`src/rtl/sap1_pkg.sv`:
```
// Shared types and constants for the SAP-1 controller-sequencer.
// Consumers may build with SAP1_VARIABLE_CYCLE_EN to enable early retire.
package sap1_pkg;

  localparam int NUM_T    = 6;
  localparam int OPCODE_W = 4;

  localparam logic [OPCODE_W-1:0] OP_LDA = 4'b0000;
  localparam logic [OPCODE_W-1:0] OP_ADD = 4'b0001;
  localparam logic [OPCODE_W-1:0] OP_SUB = 4'b0010;
  localparam logic [OPCODE_W-1:0] OP_OUT = 4'b1110;
  localparam logic [OPCODE_W-1:0] OP_HLT = 4'b1111;

  typedef enum logic [NUM_T-1:0] {
    T1 = 6'b000001,
    T2 = 6'b000010,
    T3 = 6'b000100,
    T4 = 6'b001000,
    T5 = 6'b010000,
    T6 = 6'b100000
  } tstate_t;

  typedef struct packed {
    logic Cp;
    logic Ep;
    logic Lm;
    logic CE;
    logic Li;
    logic Ei;
    logic La;
    logic Ea;
    logic Su;
    logic Eu;
    logic Lb;
    logic Lo;
  } ctrl_word_t;

  // Active-low strobes idle high, active-high strobes idle low.
  localparam ctrl_word_t CW_IDLE = '{
    Cp: 1'b0, Ep: 1'b0, Lm: 1'b1, CE: 1'b1, Li: 1'b1, Ei: 1'b1,
    La: 1'b1, Ea: 1'b0, Su: 1'b0, Eu: 1'b0, Lb: 1'b1, Lo: 1'b1
  };

endpackage

```
`src/rtl/sap1_ring_counter.sv`:
```
// One-hot T-state ring, clocked on the falling edge of CLK with async clear.
//   state | meaning
//   T1    | address state (PC -> MAR)
//   T2    | increment state (PC + 1)
//   T3    | memory state (RAM -> IR)
//   T4-T6 | execute states, opcode dependent
module sap1_ring_counter
  import sap1_pkg::*;
(
  input  logic    CLK,
  input  logic    CLR_n,
  input  logic    hold_i,
  input  logic    wrap_i,
  output tstate_t tstate_o
);

  tstate_t ring_q, ring_d;

  always_ff @(negedge CLK or negedge CLR_n) begin
    if (!CLR_n) ring_q <= T1;
    else        ring_q <= ring_d;
  end

  always_comb begin
    ring_d = T1;
    if (hold_i) begin
      ring_d = ring_q;
    end else if (!wrap_i) begin
      case (ring_q)
        T1:      ring_d = T2;
        T2:      ring_d = T3;
        T3:      ring_d = T4;
        T4:      ring_d = T5;
        T5:      ring_d = T6;
        T6:      ring_d = T1;
        default: ring_d = T1;  // illegal encodings fall back to T1
      endcase
    end
  end

  assign tstate_o = ring_q;

endmodule

```
`src/rtl/sap1_controller_sequencer.sv`:
```
// SAP-1 controller-sequencer: T-state ring plus opcode decode into the control word.
// Define SAP1_VARIABLE_CYCLE_EN to retire LDA after T5 and OUT after T4.
module sap1_controller_sequencer
  import sap1_pkg::*;
(
  input  logic                CLK,
  input  logic                CLR_n,
  input  logic [OPCODE_W-1:0] opcode,
  output logic                Cp,
  output logic                Ep,
  output logic                Lm,
  output logic                CE,
  output logic                Li,
  output logic                Ei,
  output logic                La,
  output logic                Ea,
  output logic                Su,
  output logic                Eu,
  output logic                Lb,
  output logic                Lo,
  output logic                HLT,
  output logic [NUM_T-1:0]    tstate
);

  tstate_t    ring;
  logic       halt_q, halt_d;
  logic       wrap;
  ctrl_word_t cw;

  sap1_ring_counter u_ring (
    .CLK      (CLK),
    .CLR_n    (CLR_n),
    .hold_i   (halt_q),
    .wrap_i   (wrap),
    .tstate_o (ring)
  );

  // Halt latches on the same edge that moves the ring into T4.
  always_ff @(negedge CLK or negedge CLR_n) begin
    if (!CLR_n) halt_q <= 1'b0;
    else        halt_q <= halt_d;
  end

  always_comb begin
    halt_d = halt_q | ((ring == T3) && (opcode == OP_HLT));
  end

  always_comb begin
`ifdef SAP1_VARIABLE_CYCLE_EN
    wrap = ((ring == T5) && (opcode == OP_LDA)) ||
           ((ring == T4) && (opcode == OP_OUT));
`else
    wrap = 1'b0;
`endif
  end

  always_comb begin
    cw = CW_IDLE;
    if (!halt_q) begin
      case (ring)
        T1: begin cw.Ep = 1'b1; cw.Lm = 1'b0; end
        T2: begin cw.Cp = 1'b1; end
        T3: begin cw.CE = 1'b0; cw.Li = 1'b0; end
        T4: begin
          case (opcode)
            OP_LDA, OP_ADD, OP_SUB: begin cw.Lm = 1'b0; cw.Ei = 1'b0; end
            OP_OUT:                 begin cw.Ea = 1'b1; cw.Lo = 1'b0; end
            default: ;
          endcase
        end
        T5: begin
          case (opcode)
            OP_LDA:         begin cw.CE = 1'b0; cw.La = 1'b0; end
            OP_ADD, OP_SUB: begin cw.CE = 1'b0; cw.Lb = 1'b0; end
            default: ;
          endcase
        end
        T6: begin
          case (opcode)
            OP_ADD: begin cw.La = 1'b0; cw.Eu = 1'b1; end
            OP_SUB: begin cw.La = 1'b0; cw.Eu = 1'b1; cw.Su = 1'b1; end
            default: ;
          endcase
        end
        default: ;
      endcase
    end
  end

  assign {Cp, Ep, Lm, CE, Li, Ei, La, Ea, Su, Eu, Lb, Lo} = cw;
  assign HLT    = halt_q;
  assign tstate = ring;

endmodule

```
`config.mk`:
```
export PLATFORM = sky130hd
export DESIGN_NAME = sap1_controller_sequencer
export DESIGN_NICKNAME = d
export VERILOG_FILES = /design/src/rtl/sap1_pkg.sv /design/src/rtl/sap1_ring_counter.sv /design/src/rtl/sap1_controller_sequencer.sv
export SDC_FILE = /design/constraint.sdc
export NUM_CORES = 1
export LEC_CHECK = 0
export BUFFER_PORTS_ARGS = -buffer_cell sky130_fd_sc_hd__buf_4
export CELL_PAD_IN_SITES_DETAIL_PLACEMENT = 2
export CELL_PAD_IN_SITES_GLOBAL_PLACEMENT = 2
export CORE_UTILIZATION = 26
export CTS_CLUSTER_DIAMETER = 200
export CTS_CLUSTER_SIZE = 20
export DETAILED_ROUTE_END_ITERATION = 16
export PLACE_DENSITY_LB_ADDON = 0.1
export SYNTH_ARGS = -nofsm -noshare
export SYNTH_HDL_FRONTEND = slang
export SYNTH_SLANG_ARGS = --single-unit
```
`constraint.sdc`:
```
create_clock -name CLK -period 3.33 [get_ports CLK]
set_input_delay 0.666 -clock CLK [delete_from_list [all_inputs] [get_ports CLK]]
set_output_delay 0.666 -clock CLK [all_outputs]
set_load 0.05 [all_outputs]
```
==> results of run 1 <==
cells in the mapped netlist, drive strengths merged:
| cell type | count | share of area, % |
|---|---|---|
| dfrtn | 6 | 28 |
| a21o | 5 | 6.9 |
| nor3 | 5 | 4.6 |
| clkbuf | 4 | 3.0 |
| o21ai | 4 | 3.7 |
| inv | 3 | 2.1 |
| nand2 | 3 | 2.1 |
| nand2b | 3 | 3.5 |
| nand4 | 2 | 2.3 |
| nor2 | 2 | 1.4 |
| nor2b | 2 | 2.3 |
| nor4 | 2 | 2.3 |
| or3 | 2 | 2.3 |
| or4b | 2 | 4.4 |
| a2111oi | 1 | 1.6 |
| a211oi | 1 | 1.4 |
| a21oi | 1 | 0.93 |
| and3 | 1 | 1.2 |
| and4 | 1 | 1.6 |
| and4b | 1 | 1.9 |
| and4bb | 1 | 2.3 |
| buf | 1 | 2.1 |
| dfstp | 1 | 4.9 |
| nand3b | 1 | 1.4 |
| nor3b | 1 | 1.4 |
| nor4b | 1 | 1.6 |
| o211a | 1 | 1.9 |
| o21bai | 1 | 1.4 |
| o22ai | 1 | 1.2 |
| or3b | 1 | 1.6 |
| or4 | 1 | 1.4 |
| xor2 | 1 | 1.6 |
per-stage QoR:
| step | cells | setup TNS (ns) | hold WS, ns | cell area [sq um] |
|---|---|---|---|---|
| after floorplan | 63 | -9.12 | 0.838 | 639 |
| after detailed placement | 133 | -7.17 | 0.620 | 985 |
| after global placement | 133 | -6.83 | 0.566 | 985 |
kinds of logic after synthesis:
| kind of cell | after synthesis | synth area share [%] |
|---|---|---|
| compound gates | 15 | 19.0 |
| simple gates | 32 | 39.6 |
| buf+inv | 8 | 7.17 |
| flops | 7 | 32.6 |
| xor+xnor | 1 | 1.62 |
==> results.txt, run 1 <==
----------------------------------------------------
[Status]
  Run status ... stopped before the end
  Last stage reached ... 4_1_cts
  Tool error ... [ERROR DPL-0033] detailed placement checks failed during check placement.

[Die]
  Standard-cell rows ... 16
  Die Y-Extent ... 47.6 um
  Number of top-level pins ... 25
  Die X ... 47.6 um
  Starting density of the core ... 27.6%

[Place]
  Placer congestion estimate ... 0.788
  HPWL Detailed ... 1940 um
  Number of port buffers ... 24
  DP Worst Slack ... -0.789 ns

[Clocking]
  Hold buffers post-CTS ... 0
  Clock buffers created by TritonCTS ... 3
  Post-cts repair resize count ... 62
  Post-CTS Repair Setup Buffers ... 18
  CTS root buf ... sky130_fd_sc_hd__clkbuf_4
  CTS H-Tree Depth ... 1
  Bufs on Longest Clock Path ... 2
  Num Clock Sinks ... 7

[Synth]
  Synthesized net count ... 69
  Post-synthesis register bit count ... 7
  Avg Inst Size Synth ... 8.58 sq um
  Number of cells produced by synthesis ... 63
  Number of warnings reported in the yosys synthesis log ... 0
  Combined area of all synthesized cells ... 541 sq um
  Sequential-to-total area share from yosys stat ... 32.6%
  Number of different library cells in the post-synthesis netlist ... 34

----------------------------------------------------
==> inputs of run 2 (changes only) <==
==> config.mk (replaced) <==
export PLATFORM = sky130hd
export DESIGN_NAME = sap1_controller_sequencer
export DESIGN_NICKNAME = d
export VERILOG_FILES = /design/src/rtl/sap1_pkg.sv /design/src/rtl/sap1_ring_counter.sv /design/src/rtl/sap1_controller_sequencer.sv
export SDC_FILE = /design/constraint.sdc
export NUM_CORES = 1
export LEC_CHECK = 0
export BUFFER_PORTS_ARGS = -buffer_cell sky130_fd_sc_hd__buf_4
export CORE_AREA = 2 2 63 65
export DETAILED_ROUTE_END_ITERATION = 16
export DIE_AREA = 0 0 65 67
export PLACE_DENSITY_LB_ADDON = 0.15
export SYNTH_ARGS = -nofsm -noshare
export SYNTH_HDL_FRONTEND = slang
export SYNTH_SLANG_ARGS = --single-unit
==> run 2 against run 1 <==
Compared with the run above: the flow now finishes, with violations (setup timing); synthesized cell count unchanged; area after synthesis is the same.
==> results.txt, run 2 <==
----------------------------------------------------
[Finish]
  Count of placed standard cells in the final layout, fillers left out ... 177
  Final Cell Area ... 1440 sq um
  Area added between synthesis and finish ... 167%
  Core Util, Final ... 40.0%
  Final net count ... 136
  Antenna diode count ... 0
  Top library cells by usage in the layout, fill and taps aside ... sky130_fd_sc_hd__buf_4 (31), sky130_fd_sc_hd__buf_6 (24), sky130_fd_sc_hd__buf_8 (12), sky130_fd_sc_hd__dfrtn_1 (6), sky130_fd_sc_hd__a21o_1 (4)
  Share of final-layout standard cells stronger than drive strength 1 ... 73.6%
  Most common cell after layout, fill and taps aside ... sky130_fd_sc_hd__buf_4
  Largest register FFs ... 6

[Clocking]
  CTS H-Tree Depth ... 1 (unchanged)
  Clock insertion delay at the later pin of the skew report ... 0.30 ns
  Clock buffers created by TritonCTS ... 3 (unchanged)
  Clock tree from TritonCTS ... done
  Hold buffers post-CTS ... 0 (unchanged)
  Bufs on Longest Clock Path ... 2 (unchanged)
  Clock slew at the register clock pins of the worst setup and hold paths ... 0.03 ns
  Num Clock Sinks ... 7 (unchanged)
  CTS root buf ... sky130_fd_sc_hd__clkbuf_8

[Synth]
  Post-synthesis register bit count ... 7 (unchanged)
  Synthesized net count ... 69 (unchanged)
  Most instantiated cells after synthesis ... sky130_fd_sc_hd__dfrtn_1 (6), sky130_fd_sc_hd__a21o_1 (5), sky130_fd_sc_hd__nor3_1 (5)
  Cell with the most instances after synthesis ... sky130_fd_sc_hd__dfrtn_1
  Yosys top cell by area ... sky130_fd_sc_hd__dfrtn_1
  Top-area cell type share of the netlist area ... 27.8% (unchanged)
  Number of different library cells in the post-synthesis netlist ... 34 (unchanged)
  Share of synthesized registers carrying an async set or reset ... 100% (unchanged)
  Avg Inst Size Synth ... 8.58 sq um (unchanged)
  Post-synth EDFFs ... 0 (unchanged)
  Main area contributors after synthesis ... sky130_fd_sc_hd__dfrtn_1 (28%), sky130_fd_sc_hd__a21o_1 (6.9%), sky130_fd_sc_hd__dfstp_2 (4.9%), sky130_fd_sc_hd__nor3_1 (4.6%), sky130_fd_sc_hd__o21ai_0 (3.7%)
  Number of cells produced by synthesis ... 63 (unchanged)
  Prevailing post-synth register cell ... sky130_fd_sc_hd__dfrtn_1
  Combined area of all synthesized cells ... 541 sq um (unchanged)
  Sequential-to-total area share from yosys stat ... 32.6% (unchanged)
  Number of warnings reported in the yosys synthesis log ... 0 (unchanged)

[Routing]
  Total wire length ... 2060 um
  Mean number of vias per cell ... 4.08
  Number of routed nets with antenna violations ... 0
  Avg WL per Cell ... 11.6 um
  Iter 0 DRT Violations ... 4
  Via count ... 722
  First drt pass iteration count ... 2
  Count of unresolved DRC violations after routing ... 0

[Die]
  Number of top-level pins ... 25 (unchanged)
  Total die area ... 4360 sq um
  Die X ... 65 um (+37%)
  Starting density of the core ... 15.0% (-13 points)
  Standard-cell rows ... 22 (+6)
  CORE AREA ... 3610 sq um
  Die Y-Extent ... 67 um (+41%)

[Critical path]
  Sort of element at the end of the critical path ... primary output
  Cell Chain, Critical Path ... or4b_4 > or4b_4 > a21o_4 > buf_6
  Arrival time of data at the critical path endpoint ... 3.65 ns
  R2R depth ... 6
  Slowest-stage cell, CP ... sky130_fd_sc_hd__or4b_4
  Critical path type ... flop to primary output
  Nature of the critical path startpoint ... flop
  CP dominant cell by count ... sky130_fd_sc_hd__or4b_4
  Required time at the worst-slack endpoint ... 2.66 ns
  Delay of the slowest critical-path stage ... 0.52 ns
  Crit path max fanout ... 3

[Timing]
  Endpoints failing setup ... 18
  Clk_skew ... 0.0442 ns
  Smallest setup slack after layout ... -0.989 ns
  Max Slew Vio Count ... 0
  Unrepaired setup endpoints after global routing ... yes
  Transition time at the pin with the least slew margin ... 0.373 ns
  Relative slew slack ... 74.9%
  Fin. Hold Viols ... 0

[Pwr]
  Switching portion of total power ... 22.9%
  Total net switching power ... 0.0526 mW
  Pwr dens ... 159 nW/um^2
  Combinational group share of total power ... 6.0%
  Internal cell power ... 0.177 mW
  Max VDD drop ... 0.0000835 V
  Relative contribution of sequential cells to total power ... 37.4%
  Clk pwr share ... 56.6%
  Leakage ... 0.697 nW

[Place]
  Post-DP Area ... 1040 sq um (+5.7%)
  Number of port buffers ... 24 (unchanged)
  Placer congestion estimate ... 0.720 (-8.6%)
  Instance count after placement with tap cells included ... 158 (+19%)
  HPWL Detailed ... 1570 um (-19%)

[Global routing]
  Maximum number of pins on one net before global-route repair ... 11
  Number of antenna violations at the first check in global routing ... 0
  Via count of the first global-routing pass ... 708
  Overflow left after global routing ... 0
  Global Route Usage Sum ... 10.4%
  Global-route wire length before repair ... 3310 um

[Status]
  Run status ... finished, violations left
  Failing checks ... setup timing

[Hold path]
  Cell depth of the worst min-delay path ... 2
  Hold Crit Class ... flop to flop

[Flow run]
  Number of maximum-capacitance violations ... 0

----------------------------------------------------
[run 2: cell counts after synthesis]
Identical to the previous run, type by type.
[run 2: metrics by stage]
| step | setup WS, ns | hold WS (ns) | power (mW) | TNS [ns] |
|---|---|---|---|---|
| final | -0.989 | 0.551 | 0.230 | -10.22 |
| after detailed placement | -0.804 | 0.482 | 0.104 | -7.53 |
| after global placement | -0.785 | 0.464 | 0.104 | -7.47 |
| after CTS | -0.998 | 0.557 | 0.233 | -10.23 |
| after floorplan | -1.04 | 0.838 | 0.0939 | -9.12 |
| after global routing | -1.04 | 0.588 | 0.246 | -11.50 |
[run 2: worst max-delay path, delay by kind of cell (launching register included)]
kind / cells / cell delay (ns)
AOI/OAI and AO/OA: 1 / 0.21
buffers and inverters: 1 / 0.14
DFF: 1 / 0.36
and+or+nand+nor: 2 / 1.02
[run 2: power groups by stage]
stage / Combinational, mW / Sequential [mW] / Clock, mW
after CTS: 0.0137 / 0.0859 / 0.133
final: 0.0138 / 0.0859 / 0.130
after floorplan: 0.00315 / 0.0870 / 0.00376
after detailed placement: 0.0135 / 0.0870 / 0.00376
after global placement: 0.0135 / 0.0870 / 0.00376
after global routing: 0.0153 / 0.0857 / 0.145
[run 2: per-layer routing]
layer	global-route usage [%]	share of wire, %	vias up
li1	-	-	370
met1	12.1	43	326
met2	17.3	49	20
met3	1.86	4.5	6
met4	7.18	2.7	0
met5	0	0	-
[run 2: kinds of logic after synthesis]
kind of cell | share of synthesized area, %
compound gates | 19.0
flops | 32.6
xor+xnor | 1.62
buf+inv | 7.17
simple gates | 39.6
[run 2: timing repair]
| action | in CTS | in global routing |
|---|---|---|
| buffers inserted | 8 | 9 |
| resized for setup | 49 | 12 |
| pin swaps | 7 | 4 |
| setup endpoints to repair | 19 | 19 |
[run 2: final timing paths]
| kind | slack, ns | end | startpoint |
|---|---|---|---|
| worst max-delay path | -0.99 | CE | u_ring.tstate_o[2] |
| worst min-delay path | 0.55 | u_ring.tstate_o[4] | u_ring.tstate_o[4] |
| worst max register to register | 1.73 | u_ring.tstate_o[4] | u_ring.tstate_o[0] |
| worst min register to register | 0.55 | u_ring.tstate_o[4] | u_ring.tstate_o[4] |
| max in group asynchronous | 1.27 | u_ring.tstate_o[0] | CLR_n |
| min in group asynchronous | 1.78 | u_ring.tstate_o[5] | CLR_n |
[run 2: cell type report]
| class | count | area, sq um |
|---|---|---|
| timing repair buffer | 67 | 683 |
| multi-input combinational | 48 | 467 |
| sequential | 7 | 176 |
| fill | 370 | 2160 |
| tap | 48 | 60.1 |
| clock buffer | 4 | 45.0 |
| clock inverter | 1 | 3.75 |
| inverter | 2 | 7.51 |
Note: power is estimated with default switching activity, not from simulation.
==> inputs of run 3 (changes only) <==
--- a/config.mk
+++ b/config.mk
@@ -9,7 +9,7 @@
 export CORE_AREA = 2 2 63 65
 export DETAILED_ROUTE_END_ITERATION = 16
 export DIE_AREA = 0 0 65 67
-export PLACE_DENSITY_LB_ADDON = 0.15
+export PLACE_DENSITY = 0.37
 export SYNTH_ARGS = -nofsm -noshare
 export SYNTH_HDL_FRONTEND = slang
 export SYNTH_SLANG_ARGS = --single-unit
==> run 3 against run 2 <==
Compared with the run above: the flow still finishes with violations (setup timing); sequential power barely moved; die area unchanged; final cell count shrank 1.7%; via count down 0.55%; sequential cell count unchanged; largest cell class unchanged; critical path depth did not move; register-to-register slack got worse by 0.16 ns; wire length grew 5.7%; power decreased by 1.2%.
==> results.txt, run 3 (synthesis results as in run 2) <==
----------------------------------------------------
[Status]
  Run status ... finished, violations left
  Failing checks ... setup timing

[Clocking]
  CTS H-Tree Depth ... 1 (unchanged)
  Clock tree from TritonCTS ... done
  CTS root buf ... sky130_fd_sc_hd__clkbuf_8
  Clock insertion delay at the later pin of the skew report ... 0.29 ns (about the same)
  Num Clock Sinks ... 7 (unchanged)
  Bufs on Longest Clock Path ... 2 (unchanged)
  Clock slew at the register clock pins of the worst setup and hold paths ... 0.03 ns (about the same)
  Clock buffers created by TritonCTS ... 3 (unchanged)

[Finish]
  Top library cells by usage in the layout, fill and taps aside ... sky130_fd_sc_hd__buf_4 (29), sky130_fd_sc_hd__buf_6 (22), sky130_fd_sc_hd__buf_8 (13), sky130_fd_sc_hd__dfrtn_1 (6)
  Area added between synthesis and finish ... 165%
  Share of final-layout standard cells stronger than drive strength 1 ... 73.0% (-0.63 points)
  Final net count ... 133 (-2.2%)
  Largest register FFs ... 6 (unchanged)
  Antenna diode count ... 0 (unchanged)
  Most common cell after layout, fill and taps aside ... sky130_fd_sc_hd__buf_4

[Routing]
  Total wire length ... 2180 um (+5.7%)
  Avg WL per Cell ... 12.5 um (+7.5%)
  First drt pass iteration count ... 2 (unchanged)
  Count of unresolved DRC violations after routing ... 0 (unchanged)
  Mean number of vias per cell ... 4.13 (+1.2%)
  Number of routed nets with antenna violations ... 0 (unchanged)
  Iter 0 DRT Violations ... 26 (+22)
  Via count ... 718 (-0.55%)

[Place]
  Number of port buffers ... 24 (unchanged)
  Placer congestion estimate ... 0.713 (-0.93%)
  HPWL Detailed ... 1580 um (+0.48%)

[Flow run]
  Number of maximum-capacitance violations ... 0 (unchanged)

[Pwr]
  Total net switching power ... 0.0502 mW (-4.6%)
  Clk pwr share ... 55.7% (-0.9 points)
  Internal cell power ... 0.177 mW (-0.14%)
  Combinational group share of total power ... 6.5% (+0.5 points)
  Max VDD drop ... 0.000116 V (+39%)
  Switching portion of total power ... 22.1% (-0.80 points)
  Relative contribution of sequential cells to total power ... 37.8% (+0.4 points)
  Pwr dens ... 158 nW/um^2 (-0.56%)
  Total power of the final layout ... 0.227 mW (-1.2%)
  Leakage ... 0.696 nW (-0.11%)

[Timing]
  Transition time at the pin with the least slew margin ... 0.344 ns (-0.0292 ns)
  Max Slew Vio Count ... 0 (unchanged)
  Total Neg Setup Slack ... -10.57 ns (-0.343 ns)
  Unrepaired setup endpoints after global routing ... yes
  Relative slew slack ... 76.9% (+2.0 points)
  Clk_skew ... 0.0403 ns (-0.00386 ns)
  Fin. Hold Viols ... 0 (unchanged)
  Smallest setup slack after layout ... -0.999 ns (-0.0104 ns)
  Endpoints failing setup ... 18 (unchanged)

[Die]
  Starting density of the core ... 15.0% (unchanged)
  CORE AREA ... 3610 sq um (unchanged)
  Total die area ... 4360 sq um (unchanged)
  Standard-cell rows ... 22 (unchanged)
  Die Y-Extent ... 67 um (unchanged)
  Number of top-level pins ... 25 (unchanged)
  Die X ... 65 um (unchanged)

[Critical path]
  Nature of the critical path startpoint ... flop
  Flop2flop setup slack ... 1.57 ns (-0.16 ns)
  Crit path max fanout ... 2 (-1)
  Slowest-stage cell, CP ... sky130_fd_sc_hd__or4b_4
  Critical path type ... flop to primary output
  Arrival time of data at the critical path endpoint ... 3.66 ns (about the same)
  Required time at the worst-slack endpoint ... 2.66 ns (about the same)
  Sort of element at the end of the critical path ... primary output
  CP dominant cell by count ... sky130_fd_sc_hd__or4b_4
  Delay of the slowest critical-path stage ... 0.54 ns (+0.02 ns)
  Cell Chain, Critical Path ... or4b_4 > or4b_4 > a21o_4 > buf_6

[Global routing]
  Overflow left after global routing ... 0 (unchanged)
  Global-route wire length before repair ... 3660 um (+11%)
  Via count of the first global-routing pass ... 779 (+10%)
  Maximum number of pins on one net before global-route repair ... 11 (unchanged)
  Global Route Usage Sum ... 11.3% (+0.86 points)
  Number of antenna violations at the first check in global routing ... 0 (unchanged)

[Hold path]
  Hold Crit Class ... flop to flop

----------------------------------------------------
[run 3: timing repair]
action	4_1_cts	5_1_grt
endpoints found under the setup margin	19	19
buffers inserted	10	6
hold buffers	0	0
pin swaps	5	5
resized for setup	52	12
[run 3: worst max-delay path, delay by kind of cell, from the launching register on]
kind                   cells  cell delay (ns)
AO/OA/AOI/OAI              1             0.21
AND/OR/NAND/NOR            2             1.04
buffers and inverters      1             0.14
flip-flops                 1             0.35
[run 3: worst paths after layout]
kind,cells past startpoint,from,end
min,2,u_ring.tstate_o[4],u_ring.tstate_o[4]
max in group asynchronous,1,CLR_n,u_ring.tstate_o[0]
min reg2reg,2,u_ring.tstate_o[4],u_ring.tstate_o[4]
min in group asynchronous,1,CLR_n,u_ring.tstate_o[1]
max,4,u_ring.tstate_o[1],CE
max reg2reg,9,u_ring.tstate_o[4],u_ring.tstate_o[4]
[run 3: metrics by stage]
| stage | utilization [%] | hold slack, ns | cell area, sq um | setup slack, ns | instances |
|---|---|---|---|---|---|
| global route | 39.8 | 0.626 | 1430 | -1.06 | 174 |
| CTS | 37.4 | 0.546 | 1350 | -0.996 | 169 |
| global placement | 28.5 | 0.577 | 1030 | -0.799 | 156 |
| detailed placement | 28.5 | 0.581 | 1030 | -0.813 | 156 |
| finish | 39.8 | 0.548 | 1430 | -0.999 | 174 |
| floorplan | - | 0.838 | 639 | -1.04 | 63 |
[run 3: per-layer routing]
| layer | routed length (um) | vias to the layer above | GRT usage, % |
|---|---|---|---|
| li1 | - | 364 | - |
| met1 | 957 | 330 | 13.2 |
| met2 | 1080 | 20 | 19.6 |
| met3 | 88 | 4 | 1.52 |
| met4 | 45 | 0 | 6.38 |
| met5 | 0 | - | 0 |
[run 3: cell type report]
| type | instances | area, sq um |
|---|---|---|
| clock buffers | 4 | 45.0 |
| inverters | 2 | 7.51 |
| well taps | 48 | 60.1 |
| repair buffers | 64 | 661 |
| multi-input cells | 48 | 480 |
| flip-flops and latches | 7 | 176 |
| clock inverters | 1 | 3.75 |
| fillers | 363 | 2170 |
[run 3: power groups by stage]
stage                     sequential [mW]  combinational (mW)  clock [mW]
after floorplan                    0.0870             0.00315     0.00376
after global placement             0.0870              0.0135     0.00376
after detailed placement           0.0870              0.0138     0.00376
after CTS                          0.0859              0.0142       0.131
after global routing               0.0858              0.0166       0.135
final                              0.0859              0.0147       0.126
==> inputs of run 4 (changes only) <==
--- a/config.mk
+++ b/config.mk
@@ -7,6 +7,7 @@
 export LEC_CHECK = 0
 export BUFFER_PORTS_ARGS = -buffer_cell sky130_fd_sc_hd__buf_4
 export CORE_AREA = 2 2 63 65
+export CTS_BUF_LIST = sky130_fd_sc_hd__clkbuf_8 sky130_fd_sc_hd__clkbuf_16
 export DETAILED_ROUTE_END_ITERATION = 16
 export DIE_AREA = 0 0 65 67
 export PLACE_DENSITY = 0.37
==> run 4 against run 3 <==
Compared with the run above: the flow still finishes with violations (setup timing); utilization stayed put; final cell count stayed put; sequential power hardly changed; count of clock-buffer cells in the layout is 1 lower; highest routed layer unchanged.
==> results.txt, run 4 (synthesis results as in run 2) <==
----------------------------------------------------
[Die]
  Die Y-Extent ... 67 um (unchanged)
  Starting density of the core ... 15.0% (unchanged)
  Total die area ... 4360 sq um (unchanged)
  Number of top-level pins ... 25 (unchanged)
  Die X ... 65 um (unchanged)
  Standard-cell rows ... 22 (unchanged)
  CORE AREA ... 3610 sq um (unchanged)

[Critical path]
  Family of cells with the greatest summed delay on the critical path ... simple AND/OR/NAND/NOR gates
  Total stage count of the critical path ... 4 (unchanged)
  Sort of element at the end of the critical path ... primary output
  Nature of the critical path startpoint ... flop
  Flop2flop setup slack ... 1.57 ns (about the same)
  Crit path max fanout ... 2 (unchanged)
  CP dominant cell by count ... sky130_fd_sc_hd__or4b_4
  Total buffers and inverters traversed by the critical path ... 1 (unchanged)
  Critical R2R Capture ... u_ring.tstate_o[4]
  Critical path type ... flop to primary output
  Slowest-stage cell, CP ... sky130_fd_sc_hd__or4b_4
  Launch point of the worst reg-to-reg path ... u_ring.tstate_o[4]
  Cell Chain, Critical Path ... or4b_4 > or4b_4 > a21o_4 > buf_6
  Arrival time of data at the critical path endpoint ... 3.66 ns (about the same)
  Delay of the slowest critical-path stage ... 0.54 ns (about the same)
  R2R depth ... 9 (unchanged)
  Required time at the worst-slack endpoint ... 2.66 ns (about the same)

[Pwr]
  Max VDD drop ... 0.000116 V (about the same)
  Pwr dens ... 156 nW/um^2 (-1.2%)
  Total power of the final layout ... 0.224 mW (-1.2%)
  Leakage ... 0.701 nW (+0.60%)

[Global routing]
  Grt met2 use ... 19.6% (unchanged)
  Global-route wire length before repair ... 3660 um (unchanged)
  Grt met1 use ... 13.2% (unchanged)
  Most utilized layer in the global route result ... met2
  Global Route Usage Sum ... 11.3% (unchanged)
  Met3 capacity usage during global routing ... 1.52% (unchanged)
  Via count of the first global-routing pass ... 779 (unchanged)
  Maximum number of pins on one net before global-route repair ... 11 (unchanged)
  Overflow left after global routing ... 0 (unchanged)
  Number of antenna violations at the first check in global routing ... 0 (unchanged)

[Clocking]
  Bufs on Longest Clock Path ... 2 (unchanged)
  Clock tree from TritonCTS ... done
  Clock buffers created by TritonCTS ... 3 (unchanged)
  CTS H-Tree Depth ... 1 (unchanged)
  Clock insertion delay at the later pin of the skew report ... 0.29 ns (about the same)
  Clock slew at the register clock pins of the worst setup and hold paths ... 0.03 ns (about the same)
  CTS root buf ... sky130_fd_sc_hd__clkbuf_8
  Num Clock Sinks ... 7 (unchanged)
  Hold buffers post-CTS ... 0 (unchanged)

[Flow run]
  Number of maximum-capacitance violations ... 0 (unchanged)

[Finish]
  Antenna diode count ... 0 (unchanged)
  Largest register FFs ... 6 (unchanged)
  Core Util, Final ... 39.8% (unchanged)
  Top library cells by usage in the layout, fill and taps aside ... sky130_fd_sc_hd__buf_4 (29), sky130_fd_sc_hd__buf_6 (22), sky130_fd_sc_hd__buf_8 (13), sky130_fd_sc_hd__dfrtn_1 (6)
  Share of final-layout standard cells stronger than drive strength 1 ... 73.0% (unchanged)
  Final net count ... 133 (unchanged)
  Count of fill cells added during filler insertion ... 363 (unchanged)
  Area added between synthesis and finish ... 165% (unchanged)
  Area used by multi-input combinational logic ... 480 sq um (unchanged)
  Reg area ... 176 sq um (unchanged)
  Most common cell after layout, fill and taps aside ... sky130_fd_sc_hd__buf_4

[Routing]
  Count of unresolved DRC violations after routing ... 0 (unchanged)
  Avg WL per Cell ... 12.5 um (about the same)
  Number of routed nets with antenna violations ... 0 (unchanged)
  First drt pass iteration count ... 2 (unchanged)
  Total wire length ... 2180 um (about the same)
  Via count ... 719 (+0.14%)
  Mean number of vias per cell ... 4.13 (+0.14%)
  Iter 0 DRT Violations ... 24 (-7.7%)

[Place]
  Number of port buffers ... 24 (unchanged)
  HPWL Detailed ... 1580 um (unchanged)
  Placer congestion estimate ... 0.713 (unchanged)

[Timing]
  Total Neg Setup Slack ... -10.57 ns (-0.00490 ns)
  Max Slew Vio Count ... 0 (unchanged)
  Clk_skew ... 0.0405 ns (+0.000133 ns)
  Endpoints failing setup ... 18 (unchanged)
  Smallest setup slack after layout ... -0.999 ns (-0.0000830 ns)
  Transition time at the pin with the least slew margin ... 0.344 ns (unchanged)
  Fin. Hold Viols ... 0 (unchanged)
  Unrepaired setup endpoints after global routing ... yes
  Relative slew slack ... 76.9% (unchanged)

[Status]
  Failing checks ... setup timing
  Run status ... finished, violations left

[Hold path]
  Cell depth of the worst min-delay path ... 2 (unchanged)
  Hold Crit Class ... flop to flop
  Hold path startpoint ... u_ring.tstate_o[4]
  End point of the worst hold path ... u_ring.tstate_o[4]

----------------------------------------------------
run 4: changes by cell type in the layout (fill, tap and decap cells not counted), sizes merged:
cell,before,now
clkbuf,4,3
inv,3,4
run 4: layer usage:
metal	part of all wire (%)	routed length, um
met5	0	0
met4	2.1	45
met3	4.0	88
met2	50	1080
met1	44	959
run 4: area by class of cell:
cell class	count	area share, %
multi-input cells	48	33.5
inverters	2	0.524
clock inverters	2	0.524
well taps	48	4.19
clock buffers	3	2.88
flip-flops and latches	7	12.3
repair buffers	64	46.1
run 4: repair_timing:
action                     4_1_cts  5_1_grt
pin swaps                        5        5
setup endpoints to repair       19       19
setup buffers                   10        6
resized for setup               52       12
run 4: worst max-delay path by stage:
stage	start	to	slack, ns
6_report	u_ring.tstate_o[1]	CE	-1.0
5_1_grt	u_ring.tstate_o[4]	CE	-1.06
4_1_cts	u_ring.tstate_o[4]	Su	-1.0
3_5_place_dp	u_ring.tstate_o[4]	CE	-0.81
3_3_place_gp	u_ring.tstate_o[4]	CE	-0.80
2_1_floorplan	u_ring.tstate_o[2]	Su	-1.04
run 4: stage by stage:
step	cell area [sq um]	worst slack [ns]	std cells	hold WS, ns
floorplan	639	-1.04	63	0.838
global placement	1030	-0.799	156	0.577
detailed placement	1030	-0.813	156	0.581
CTS	1350	-0.996	169	0.546
global route	1430	-1.06	174	0.626
finish	1430	-0.999	174	0.548
run 4: power breakdown:
| group | total (mW) | internal, mW | switching (mW) |
|---|---|---|---|
| clock network | 0.124 | 0.0816 | 0.0421 |
| logic | 0.0147 | 0.00623 | 0.00844 |
| registers | 0.0859 | 0.0859 | 0 |
run 4: tightest hold or removal path: stages (launching register included):
cell	delay [ns]
sky130_fd_sc_hd__dfrtn_1	0.41
sky130_fd_sc_hd__buf_4	0.12
sky130_fd_sc_hd__a21o_1	0.10
